--- src/rtl/step_move_driver.sv ---
// ============================================================================
// step_move_driver : stepper-motor move sequencer, half/full step, signed pos
// Revision 1.0
// ============================================================================
`default_nettype none

module step_move_driver #(
  parameter int CLK_DIV = 10,
  parameter int STEPS_W = 16,
  parameter int POS_W   = 16,
  parameter int HOLD_EN = 0
) (
  input  logic               clk,
  input  logic               rst_n,
  input  logic               start_i,
  input  logic [STEPS_W-1:0] steps_i,
  input  logic               dir_i,
  input  logic               half_i,
  input  logic               abort_i,
  output logic               busy_o,
  output logic               done_o,
  output logic [POS_W-1:0]   pos_o,
  output logic [3:0]         signal_o
);

  localparam logic [1:0] S_IDLE = 2'd0;
  localparam logic [1:0] S_RUN  = 2'd1;
  localparam logic [1:0] S_DONE = 2'd2;

  localparam int               DIV_W    = $clog2(CLK_DIV);
  localparam logic [DIV_W-1:0] DIV_LAST = DIV_W'(CLK_DIV - 1);
  localparam logic             HOLD     = (HOLD_EN != 0);
  localparam logic [3:0]       SIG_RST  = HOLD ? 4'b1000 : 4'b0000;

  function automatic logic [3:0] phase_pat(input logic [2:0] idx);
    logic [3:0] pat;
    case (idx)
      3'd0:    pat = 4'b1000;
      3'd1:    pat = 4'b1100;
      3'd2:    pat = 4'b0100;
      3'd3:    pat = 4'b0110;
      3'd4:    pat = 4'b0010;
      3'd5:    pat = 4'b0011;
      3'd6:    pat = 4'b0001;
      default: pat = 4'b1001;
    endcase
    return pat;
  endfunction

  logic [1:0]         state_q, state_d;
  logic [DIV_W-1:0]   div_q, div_d;
  logic [STEPS_W-1:0] rem_q, rem_d;
  logic [2:0]         idx_q, idx_d;
  logic [POS_W-1:0]   pos_q, pos_d;
  logic               dir_q, dir_d;
  logic               half_q, half_d;
  logic [3:0]         sig_q, sig_d;

  logic       tick;
  logic       step_ok;
  logic [2:0] idx_delta;

  assign tick      = (state_q == S_RUN) && (div_q == DIV_LAST);
  // Abort dominates a coincident tick, so no step is taken that cycle.
  assign step_ok   = tick && !abort_i;
  assign idx_delta = half_q ? 3'd1 : 3'd2;

  always_ff @(posedge clk or negedge rst_n) begin
    if (!rst_n) begin
      state_q <= S_IDLE;
      div_q   <= '0;
      rem_q   <= '0;
      idx_q   <= 3'd0;
      pos_q   <= '0;
      dir_q   <= 1'b0;
      half_q  <= 1'b0;
      sig_q   <= SIG_RST;
    end else begin
      state_q <= state_d;
      div_q   <= div_d;
      rem_q   <= rem_d;
      idx_q   <= idx_d;
      pos_q   <= pos_d;
      dir_q   <= dir_d;
      half_q  <= half_d;
      sig_q   <= sig_d;
    end
  end

  always_comb begin
    state_d = state_q;
    case (state_q)
      S_IDLE: begin
        if (start_i) state_d = (steps_i != '0) ? S_RUN : S_DONE;
      end
      S_RUN: begin
        if (abort_i)                               state_d = S_IDLE;
        else if (tick && (rem_q == STEPS_W'(1)))   state_d = S_DONE;
      end
      S_DONE:  state_d = S_IDLE;
      default: state_d = S_IDLE;
    endcase
  end

  always_comb begin
    div_d  = '0;
    rem_d  = rem_q;
    idx_d  = idx_q;
    pos_d  = pos_q;
    dir_d  = dir_q;
    half_d = half_q;

    if ((state_q == S_IDLE) && start_i) begin
      rem_d  = steps_i;
      dir_d  = dir_i;
      half_d = half_i;
    end

    if ((state_q == S_RUN) && !tick) div_d = div_q + DIV_W'(1);

    if (step_ok) begin
      rem_d = rem_q - STEPS_W'(1);
      idx_d = dir_q ? (idx_q + idx_delta) : (idx_q - idx_delta);
      pos_d = dir_q ? (pos_q + POS_W'(1)) : (pos_q - POS_W'(1));
    end

    // Registered from next-state values so the pattern tracks the step edge.
    sig_d = ((state_d == S_IDLE) && !HOLD) ? 4'b0000 : phase_pat(idx_d);
  end

  always_comb begin
    busy_o = (state_q != S_IDLE);
    done_o = (state_q == S_DONE);
  end

  assign pos_o    = pos_q;
  assign signal_o = sig_q;

endmodule

`default_nettype wire

--- config.mk ---
export PLATFORM = sky130hd
export DESIGN_NAME = step_move_driver
export DESIGN_NICKNAME = d
export VERILOG_FILES = /design/src/rtl/step_move_driver.sv
export SDC_FILE = /design/constraint.sdc
export NUM_CORES = 1
export LEC_CHECK = 0
export CAP_MARGIN = 25
export CORE_MARGIN = 5
export CORE_UTILIZATION = 40
export DETAILED_ROUTE_END_ITERATION = 7
export MAX_ROUTING_LAYER = met4
export SLEW_MARGIN = 20
export SYNTH_ARGS = -nofsm -noshare
export SYNTH_HDL_FRONTEND = slang
export SYNTH_SLANG_ARGS = --single-unit
--- constraint.sdc ---
create_clock -name clk -period 3.87 [get_ports clk]
set_clock_uncertainty 0.15 [all_clocks]
set_input_delay 0.387 -clock clk [delete_from_list [all_inputs] [get_ports clk]]
set_output_delay 0.387 -clock clk [all_outputs]
set_load 0.1 [all_outputs]
==> results.ini <==
[die]
die_w_um = 96.2
io_pins = 44
die_area_sq_mm = 0.00926
rows = 31
start_util_pct = 41.0
die_h_um = 96.2
coreArea_sq_mm = 0.00725

[synthesis]
async_flop_share_pct = 100
mappedNetlistNets = 372
synth_top_flop_cell = dfrtp_1
synth_top_area_share_pct = 39.5
synth_area_leaders = dfrtp_1, ha_1, nand2_1
synth_edf_count = 0
synth_most_common_cell = dfrtp_1
avgSynthCellArea_sq_um = 9.04
synthCells = 329
yosysSeqAreaShare_pct = 39.5
synth_commonest_cells = dfrtp_1, nand2_1, nor2_1
yosys_warnings = 0
synth_top_area_cell = dfrtp_1
syn_area_sq_mm = 0.00297
synth-seq-cells = 47
synthDistinctLibCells = 53

[detailed_routing]
first_iter_violations = 106
routed_wl_um = 6850
first_pass_iters = 4
vias_per_cell = 5.37
detail-route-antenna-nets = 0
wl_per_cell_um = 14.5
drc = 0
via_count = 2540

[worst_setup_path]
path_max_fanout = 8
rr_worst_depth = 8
path_class = reg2reg
crit_path_end_kind = flop
cp-startpoint = dir_q$_DFFE_PN0P_
cp_slowest_cell = a2111oi_0
reg2reg_to = pos_o[14]$_DFFE_PN0N_
startpoint_type = flop
rrSetupSlack_ns = 0.94
worstPathArrival_ns = 3.00
rr_startpoint = dir_q$_DFFE_PN0P_
crit_required_ns = 3.94
path_common_cell = o211ai_1
crit_chain = inv_1 > ha_1 > a21oi_1 > o211ai_1 > a2111oi_0 > nor3_1 > a211o_1 > o211ai_1
crit_path_max_incr_delay_ns = 0.59

[layout]
multi_input_area_sq_mm = 0.00171
drive_above_1_share_pct = 5.88
diodes = 0
instances_no_fill = 473
num-nets-final = 416
regArea_sq_mm = 0.00118
n_fill_cell = 723
area_delta_synth_final_pct = 21.8

[sta]
setup_slack_ns = 0.938
finalMaxSlewViolations = 0
hold_violations = 0
setup_tns_ns = 0
setup_viol = 0
whs_ns = 0.0205
worst_slew_pin_slew_ns = 0.973
rsz0062_at_grt = false
period_needed_ns = 2.93
fin_crit_sh_pct = 75.8
max_freq_ghz = 0.341
max-slew-margin-rel_pct = 34.9

[power_and_ir_drop]
net-switching-power_w = 0.000598
clockPowerShare_pct = 24.0
power_leakage_nw = 1.51
power.internal_w = 0.000963
sw_frac_of_total_pct = 38.3
powerDensity_mw_per_mm2 = 431
vdd_drop_max_uv = 199
seq_power_share_pct = 39.0
comb_power_share_pct = 36.9

[cts]
cts_buffer_depth = 2
htree_levels = 2
root_buffer = clkbuf_8
post_cts_resized = 0
cts_tree = built
cts_inserted_buffers = 5
path_clk_slew_ns = 0.09
clk_latency_ns = 0.30
post_cts_buffers = 0
cts_hold_buf = 0
clock_sinks = 47

[grt]
grt_max_degree = 48
antenna_found_initial = 0
grt_overflow = 0
track_usage_pct = 16.3
grt_pass1_wl_um = 11400
grt_pass1_vias = 2414

[run_status]
status = completed

[place]
dp_slack_ns = 0.955
place.gp.congestion = 0.867
place_hpwl_um = 5060
post-place-cells = 465
io_buffers = 43

[run]
cap_viol_max_count = 0

[min_path]
hp-class = in2async

==> power groups by stage <==
stage               logic [W]  clock network [W]  registers, W
floorplan            0.000373                  0      0.000674
global route         0.000644           0.000410      0.000620
finish               0.000576           0.000375      0.000609
detailed placement   0.000577                  0      0.000618
CTS                  0.000580           0.000387      0.000609
global placement     0.000569                  0      0.000617
==> worst max path at each step <==
stage	end	slack, ns	cells after the start
6_report	pos_o[14]$_DFFE_PN0N_	0.94	8
5_1_grt	pos_o[14]$_DFFE_PN0N_	0.66	8
4_1_cts	pos_o[14]$_DFFE_PN0N_	0.94	8
3_5_place_dp	pos_o[14]$_DFFE_PN0N_	0.96	8
3_3_place_gp	pos_o[14]$_DFFE_PN0N_	1.06	8
2_1_floorplan	pos_o[14]$_DFFE_PN0N_	0.90	7
==> worst max-delay path: cells and delay by family (launching register included) <==
| family | cells | cell delay [ns] |
|---|---|---|
| AO/OA/AOI/OAI | 5 | 1.45 |
| AND/OR/NAND/NOR | 1 | 0.20 |
| adder cells (fa/ha/maj) | 1 | 0.34 |
| buffers and inverters | 1 | 0.27 |
| flip-flops | 1 | 0.45 |
==> per-layer routing <==
layer | track usage [%] | wire (um)
met5 | - | 0
met4 | 4.86 | 87
met3 | 2.50 | 296
met2 | 25.6 | 3250
met1 | 21.8 | 3210
==> sequential cells by signal, indices dropped and copies added (netlist names) <==
register  flops
pos_o        16
half_q        1
dir_q         1
signal_o      4
state_q       2
rem_q        16
idx_q         3
div_q         4
==> layout make-up <==
| class | instances | area share, % |
|---|---|---|
| Clock buffer | 5 | 1.90 |
| Clock inverter | 3 | 1.28 |
| Inverter | 11 | 1.14 |
| Multi-Input combinational cell | 261 | 47.2 |
| Sequential cell | 47 | 32.5 |
| Tap cell | 99 | 3.42 |
| Timing Repair Buffer | 47 | 12.6 |
==> cell families after synthesis <==
family	Yosys count	synth area share, %
AO/OA/AOI/OAI	87	19.5
XOR/XNOR	17	5.01
adder cells (fa/ha/maj)	21	9.34
buffers and inverters	21	2.94
flip-flops	47	39.5
multiplexers	4	1.43
AND/OR/NAND/NOR	132	22.2
==> through the flow <==
step / instance area [sq um] / util (%) / power (W)
after floorplan: 2970 / - / 0.00105
after global placement: 3510 / 48.4 / 0.00119
after CTS: 3620 / 49.9 / 0.00158
after global routing: 3620 / 49.9 / 0.00167
final: 3620 / 49.9 / 0.00156
after detailed placement: 3510 / 48.4 / 0.00120
==> placed cells by master, fill, tap and decap left out, drive strengths merged, types with 11 or more instances in the layout <==
cell type      instances
nor4                  12
nand2                 44
nor2                  28
clkdlybuf4s50         42
inv                   12
ha                    19
dfrtp                 47
a21oi                 20
o21ai                 23
nand3                 12
nor3                  11
No activity file was read; power rests on OpenSTA's default activity.
